`config.mk`:
```
export PLATFORM = sky130hd
export DESIGN_NAME = soc_dmem_arbiter
export DESIGN_NICKNAME = d
export VERILOG_FILES = /design/src/rtl/soc_dmem_arbiter.sv
export SDC_FILE = /design/constraint.sdc
export NUM_CORES = 1
export LEC_CHECK = 0
export BUFFER_PORTS_ARGS = -buffer_cell sky130_fd_sc_hd__buf_4
export CORE_ASPECT_RATIO = 1.25
export CORE_MARGIN = 2
export CORE_UTILIZATION = 41
export CTS_CLUSTER_DIAMETER = 40
export DETAILED_ROUTE_END_ITERATION = 10
export MAX_ROUTING_LAYER = met4
export PLACE_DENSITY = 0.9
export SYNTH_ARGS = -nofsm -noshare
export SYNTH_HDL_FRONTEND = slang
export SYNTH_SLANG_ARGS = --single-unit
```
`constraint.sdc`:
```
create_clock -name mclk -period 2 [get_ports mclk]
set_input_delay 0.3 -clock mclk [delete_from_list [all_inputs] [get_ports mclk]]
set_output_delay 0.3 -clock mclk [all_outputs]
set_load 0.01 [all_outputs]
```
`src/rtl/soc_dmem_arbiter.sv`:
```
`default_nettype none
// ============================================================================
// Module      : soc_dmem_arbiter
// Description : CPU/DMA arbiter for a single-port 16-bit data RAM with
//               post-reset zero-fill and starvation-bounded DMA priority.
// Revision    : 1.0 - initial release
// ============================================================================
module soc_dmem_arbiter #(
  parameter int ADDR_W   = 10,
  parameter int MAX_WAIT = 4,
  parameter int INIT_EN  = 1
) (
  input  logic              mclk,
  input  logic              reset_n,
  input  logic              cpu_req,
  input  logic [ADDR_W-1:0] cpu_addr,
  input  logic [1:0]        cpu_wen,
  input  logic [15:0]       cpu_din,
  output logic              cpu_gnt,
  output logic              cpu_rvalid,
  output logic [15:0]       cpu_dout,
  input  logic              dma_req,
  input  logic [ADDR_W-1:0] dma_addr,
  input  logic [1:0]        dma_wen,
  input  logic [15:0]       dma_din,
  output logic              dma_gnt,
  output logic              dma_rvalid,
  output logic [15:0]       dma_dout,
  output logic              init_done,
  output logic              ram_ena,
  output logic [1:0]        ram_wea,
  output logic [ADDR_W-1:0] ram_addra,
  output logic [15:0]       ram_dina,
  input  logic [15:0]       ram_douta
);

  localparam logic [1:0]        ST_RST   = 2'd0;
  localparam logic [1:0]        ST_INIT  = 2'd1;
  localparam logic [1:0]        ST_RUN   = 2'd2;
  localparam logic [3:0]        WAIT_LIM = 4'(MAX_WAIT);
  localparam logic [ADDR_W-1:0] LAST_ADR = {ADDR_W{1'b1}};

  logic [1:0]        state;
  logic [ADDR_W-1:0] init_cnt;
  logic [3:0]        wait_cnt;
  logic              dma_wins;

  always_ff @(posedge mclk or negedge reset_n) begin
    if (!reset_n) begin
      state    <= ST_RST;
      init_cnt <= '0;
    end else begin
      case (state)
        ST_RST: begin
          state    <= (INIT_EN != 0) ? ST_INIT : ST_RUN;
          init_cnt <= '0;
        end
        ST_INIT: begin
          init_cnt <= init_cnt + 1'b1;
          if (init_cnt == LAST_ADR) begin
            state <= ST_RUN;
          end
        end
        ST_RUN:  state <= ST_RUN;
        default: state <= ST_RST;
      endcase
    end
  end

  // The wait counter only measures DMA starvation while arbitration is live.
  always_ff @(posedge mclk or negedge reset_n) begin
    if (!reset_n) begin
      wait_cnt <= 4'd0;
    end else if (state == ST_RUN && dma_req && !dma_gnt) begin
      if (wait_cnt != WAIT_LIM) begin
        wait_cnt <= wait_cnt + 4'd1;
      end
    end else begin
      wait_cnt <= 4'd0;
    end
  end

  always_comb begin
    dma_wins = dma_req && (!cpu_req || wait_cnt == WAIT_LIM);
    cpu_gnt  = 1'b0;
    dma_gnt  = 1'b0;
    if (state == ST_RUN) begin
      dma_gnt = dma_wins;
      cpu_gnt = cpu_req && !dma_wins;
    end
  end

  always_comb begin
    ram_ena   = 1'b0;
    ram_wea   = 2'b00;
    ram_addra = '0;
    ram_dina  = 16'h0000;
    if (state == ST_INIT) begin
      ram_ena   = 1'b1;
      ram_wea   = 2'b11;
      ram_addra = init_cnt;
    end else if (cpu_gnt) begin
      ram_ena   = 1'b1;
      ram_wea   = cpu_wen;
      ram_addra = cpu_addr;
      ram_dina  = cpu_din;
    end else if (dma_gnt) begin
      ram_ena   = 1'b1;
      ram_wea   = dma_wen;
      ram_addra = dma_addr;
      ram_dina  = dma_din;
    end
  end

  always_ff @(posedge mclk or negedge reset_n) begin
    if (!reset_n) begin
      cpu_rvalid <= 1'b0;
      dma_rvalid <= 1'b0;
    end else begin
      cpu_rvalid <= cpu_gnt && (cpu_wen == 2'b00);
      dma_rvalid <= dma_gnt && (dma_wen == 2'b00);
    end
  end

  assign init_done = (state == ST_RUN);
  assign cpu_dout  = cpu_rvalid ? ram_douta : 16'h0000;
  assign dma_dout  = dma_rvalid ? ram_douta : 16'h0000;

endmodule
`default_nettype wire
```
---- Yosys cells after proc, flatten, opt, wreduce, memory -nomap -nowiden ----
Index checks and enable logic that the tools add are counted.
cells by class
  add/subtract/negate cells ............... 2
  eq/ne operators ......................... 7
  muxes and demuxes ....................... 21
  reductions and logical operators ........ 14
operator list
  cell                                                                      number
  16-bit 2-to-1 mux                                                         5
  10-bit 2-to-1 mux                                                         3
  10-bit one-hot mux with 2 select lines                                    1
  10-bit by 1-bit adder with 10-bit output (second input constant)          1
  10-bit == test (second input constant)                                    1
  2-bit 2-to-1 mux                                                          4
  4-bit 2-to-1 mux                                                          2
  1-bit logical AND                                                         6
  2-bit zero test                                                           3
  2-bit one-hot mux with 3 select lines                                     1
  1-bit 2-to-1 mux                                                          5
  4-bit by 1-bit adder with 4-bit output (second input constant)            1
  4-bit by 3-bit == test with 1-bit output (second input constant)          1
  4-bit by 3-bit inequality test with 1-bit output (second input constant)  1
  1-bit zero test                                                           3
  2-bit by 1-bit == test with 1-bit output (second input constant)          1
  2-bit == test (second input constant)                                     1
  2-bit by 1-bit inequality test with 1-bit output (second input constant)  1
  2-bit inequality test (second input constant)                             1
  2-bit nonzero test                                                        1
  1-bit logical OR                                                          1
storage, ports and cells
  flip-flop bits (word level) ............. 18
  input port bits ......................... 76
  output and inout bits ................... 66
  logic and storage cells ................. 49

---- Depth between registers and ports, before layout ----
  word-level depth ........................ 8
  depth in mapped cells ................... 7
  depth with buffers taken out ............ 6

---- Worst setup path after synthesis ----
OpenSTA, ideal clock, no wires.
  kind .................................... reg2out
  from .................................... register state[0]
  to ...................................... output ram_ena
  arrival ................................. 1.502 ns
  data required time ...................... 1.700 ns
  path slack .............................. 0.198 ns
  cell stages (with the launch flop) ...... 7
  cells stage by stage .................... dfrtp_1 -> inv_1 -> ha_1 -> and2_1 -> buf_2 -> and2_4 -> or3_1
RTL lines
  item                      RTL line  RTL
  start: declaration        43        logic [1:0] state;
  start signal: assignment  55        state <= (INIT_EN != 0) ? ST_INIT : ST_RUN;
  2-bit == test             -
  via init_done             29        output logic init_done,
  1-bit 2-to-1 mux          87        if (state == ST_RUN) begin
  via cpu_gnt               19        output logic cpu_gnt,
  1-bit 2-to-1 mux          102       end else if (cpu_gnt) begin
  1-bit 2-to-1 mux          98        if (state == ST_INIT) begin
  end: declaration          30        output logic ram_ena,
The timed path passes the listed nets, and every way through them passes these cells.

---- Worst setup path in the final report ----
  from .................................... register wait_cnt[1]
  to ...................................... output ram_ena
on the way
  cells in the longest elaborated chain, start to end .. 8
RTL lines
  item                                          RTL line  RTL
  start: declaration                            45        logic [3:0] wait_cnt;
  start signal: assignment                      76        wait_cnt <= wait_cnt + 4'd1;
  4-bit by 3-bit == test with 1-bit output (*)  84        dma_wins = dma_req && (!cpu_req || wait_cnt == WAIT_LIM);
  1-bit logical OR (*)                          84
  1-bit logical AND (*)                         84
  1-bit zero test                               89        cpu_gnt = cpu_req && !dma_wins;
  1-bit logical AND                             89
  1-bit 2-to-1 mux                              87
  1-bit 2-to-1 mux (*)                          102
  1-bit 2-to-1 mux (*)                          98
Mark *: on every way between the ends. The rest lies on a longest branch, timed or not.

==> out/qor.yml <==
yosysSeqAreaShare_pct: 24.26
final_hold_viol_count: 0
hp-class: "in -> reg"
route.detailed.drc: 0
muxShareOfSynthArea_pct: 1.213
synthFlopType: "dfrtp_1"
critPathCaptureType: "output pin"
fin_setup_tns_ns: -0.9320
violations: "negative setup slack"
final_common_cell: "buf_4"
numCtsBuffers: 3
syn_avg_cell_area_sq_um: 8.003
antenna_found_initial: 0
num_vias: 2388
clock-sinks: 18
grt_max_degree: 24
overflow: 0
coreArea_sq_um: 4392
num_rows: 27
setup_viol: 19
synth_top_family_by_area: "simple AND/OR/NAND/NOR gates"
clockBufferDepth: 2
wirelength_um: 7432
required_ns: 1.70
cts_tree: "done"
worstPathArrival_ns: 1.82
yosys.area.top_type: "dfrtp_1"
first_iter_violations: 103
grt_first_pass_wirelength_um: 10740
start_kind: "flip-flop"
dp.cells: 423
worstPathCellList: "inv_2 -> ha_4 -> and3b_4 -> o21ai_4 -> inv_2 -> or3_4 -> buf_6"
htree_levels: 1
instances_no_fill: 438
critical_path.max_fanout: 4
rr_worst_depth: 6
cap_violations: 0
port_buffers: 141
place_congestion: 0.8192
synth_compound_area_share_pct: 27.83
wl_per_cell_um: 16.97
fmax_mhz: 471.5
antenna_cells: 0
post-route-period-util_pct: 106.0
worstReg2RegEnd: "init_cnt[9]$_DFFE_PN0P_"
die_width_um: 64.19
worst_hold_path.endpoint: "dma_rvalid$_DFF_PN0_"
clkSlewWorstSetupHoldPaths_ns: 0.07
yosys-top-cells-area: "dfrtp_1 24%, and2_1 11%, o211ai_1 8.9%"
synth-xor-area-share_pct: 2.358
synth.cell_area_sq_um: 1857
synth-edff-count: 0
p_leak_nw: 1.542
r2r_start: "state[1]$_DFFE_PN0P_"
die_h_um: 79.24
path_class: "reg -> out"
crit_top_cell: "inv_2"
syn_nets: 314
hold_path_depth: 2
dr.pass1.iters: 4
hold_start: "dma_wen[0]"
place_hpwl_um: 5476
area_growth_pct: 75.54
yosys_warnings: 0
status: "finished with violations"
yosys_register_bits: 18
final_layout_size_suffix_gt1_share_pct: 50.53
worst_pin_slew_ns: 0.4161
dieArea_sq_um: 5086
power_w: 0.0008030
slowest_stage: "dfrtp_1"
synthSimpleGateAreaFrac_pct: 32.35
synth_cell_type_count: 45
pwr_density_cell_nw_per_um2: 246.4
ant_nets: 0
post-route-min-period_ns: 2.121
start_util_pct: 42.28
cts-root-buf: "clkbuf_8"
grt_pass1_vias: 2162
rsz0062_at_grt: "true"
skew_ns: 0.007131
syn_inst: 232
ir_worst_vdd_v: 0.0003681
ioPinCount: 142
clk_latency_ns: 0.26
fillers: 334
crit_path_max_incr_delay_ns: 0.40
ys_async_sr_fraction_pct: 100.0
fin_ws_ns: -0.1209
fin_nets: 463
synthAdderAreaFrac_pct: 4.043
slew_violations: 0
grt_usage_pct: 27.35
most-common-layout-cells: "150 x buf_4, 32 x and2_1, 22 x nand3_1, 22 x o211ai_1, 18 x dfrtp_1"
synth_top_area_share_pct: 24.26
max_slew_margin_pct: 72.26
reg2reg_slack_ns: 0.23
avgViaCountPerCell: 5.452
## worst max path at each step
stage,from,to,slack [ns],depth (start not counted)
2_1_floorplan,state[0]$_DFFE_PN0P_,ram_ena,0.20,6
3_5_place_dp,state[0]$_DFFE_PN0P_,ram_dina[10],0.03,7
4_1_cts,wait_cnt[1]$_DFFE_PN0P_,ram_ena,-0.11,7
6_report,wait_cnt[1]$_DFFE_PN0P_,ram_ena,-0.12,7
5_1_grt,wait_cnt[1]$_DFFE_PN0P_,ram_wea[1],-0.16,7
3_3_place_gp,wait_cnt[0]$_DFFE_PN0P_,ram_ena,0.09,7
## kinds of logic after synthesis
| logic type | Yosys count |
|---|---|
| buf+inv | 31 |
| simple gates | 97 |
| fa+ha+maj | 6 |
| xor+xnor | 5 |
| flops | 18 |
| compound gates | 73 |
| mux | 2 |
## flip-flops by register name (all words and copies together), names as in the netlist
signal      cells
cpu_rvalid      1
dma_rvalid      1
init_cnt       10
state           2
wait_cnt        4
## power by group
| group | leakage [nW] | switching, W | internal (W) | total (W) |
|---|---|---|---|---|
| Combinational | 1.28 | 0.0000442 | 0.0000968 | 0.000141 |
| Clock | 0.0288 | 0.000123 | 0.000175 | 0.000298 |
| Sequential | 0.237 | 0 | 0.000364 | 0.000364 |
| Total | 1.54 | 0.000167 | 0.000636 | 0.000803 |
## cells in the mapped netlist (3+ instances only)
master	number
o211ai_1	22
o311ai_0	3
ha_1	6
xnor2_1	3
dfrtp_1	18
buf_2	12
a31oi_1	3
clkbuf_1	3
nor2b_1	5
a22oi_1	3
nor2_1	4
inv_1	10
nor3b_1	3
o21ai_0	8
a32oi_1	5
nand2_1	6
nand2b_1	10
nand3_1	22
a21oi_1	17
and2_1	34
## layout make-up
cell class / count / area, sq um / area share, %
Sequential cell: 18 / 450.4 / 13.82
Timing Repair Buffer: 164 / 1304 / 40.00
Multi-Input combinational cell: 183 / 1336 / 41.00
Clock buffer: 4 / 55.05 / 1.689
Inverter: 11 / 41.29 / 1.267
Tap cell: 58 / 72.57 / 2.226
## per-layer routing
metal  global-route usage (%)  part of all wire [%]
met5                        -                     0
met4                    10.00                   2.7
met3                    6.091                   8.0
met2                    48.13                    51
met1                    30.19                    38
## per-stage QoR
| step | worst slack, ns | hold slack [ns] | util [%] | cell area, sq um |
|---|---|---|---|---|
| detailed placement | 0.03241 | 0.1856 | 67.72 | 2974 |
| global placement | 0.08908 | 0.1851 | 67.72 | 2974 |
| floorplan | 0.1982 | 0.004409 | - | 1857 |
| CTS | -0.1073 | 0.2094 | 71.79 | 3153 |
| global route | -0.1636 | 0.1958 | 74.22 | 3259 |
| finish | -0.1209 | 0.2071 | 74.22 | 3259 |
## critical path, delay by kind of cell, from the launching register on
family	cells	cell delay, ns
flip-flops	1	0.40
AO/OA/AOI/OAI	1	0.20
adder cells (fa/ha/maj)	1	0.17
AND/OR/NAND/NOR	2	0.52
buffers and inverters	3	0.27
## repair_timing
action	in CTS	in global routing
cloned	1	0
resized for setup	24	21
pin swaps	2	4
hold buffers	1	0
hold endpoints to repair	18	0
buffers inserted	5	4
setup endpoints to repair	29	30
(Power assumes the default switching activity.)
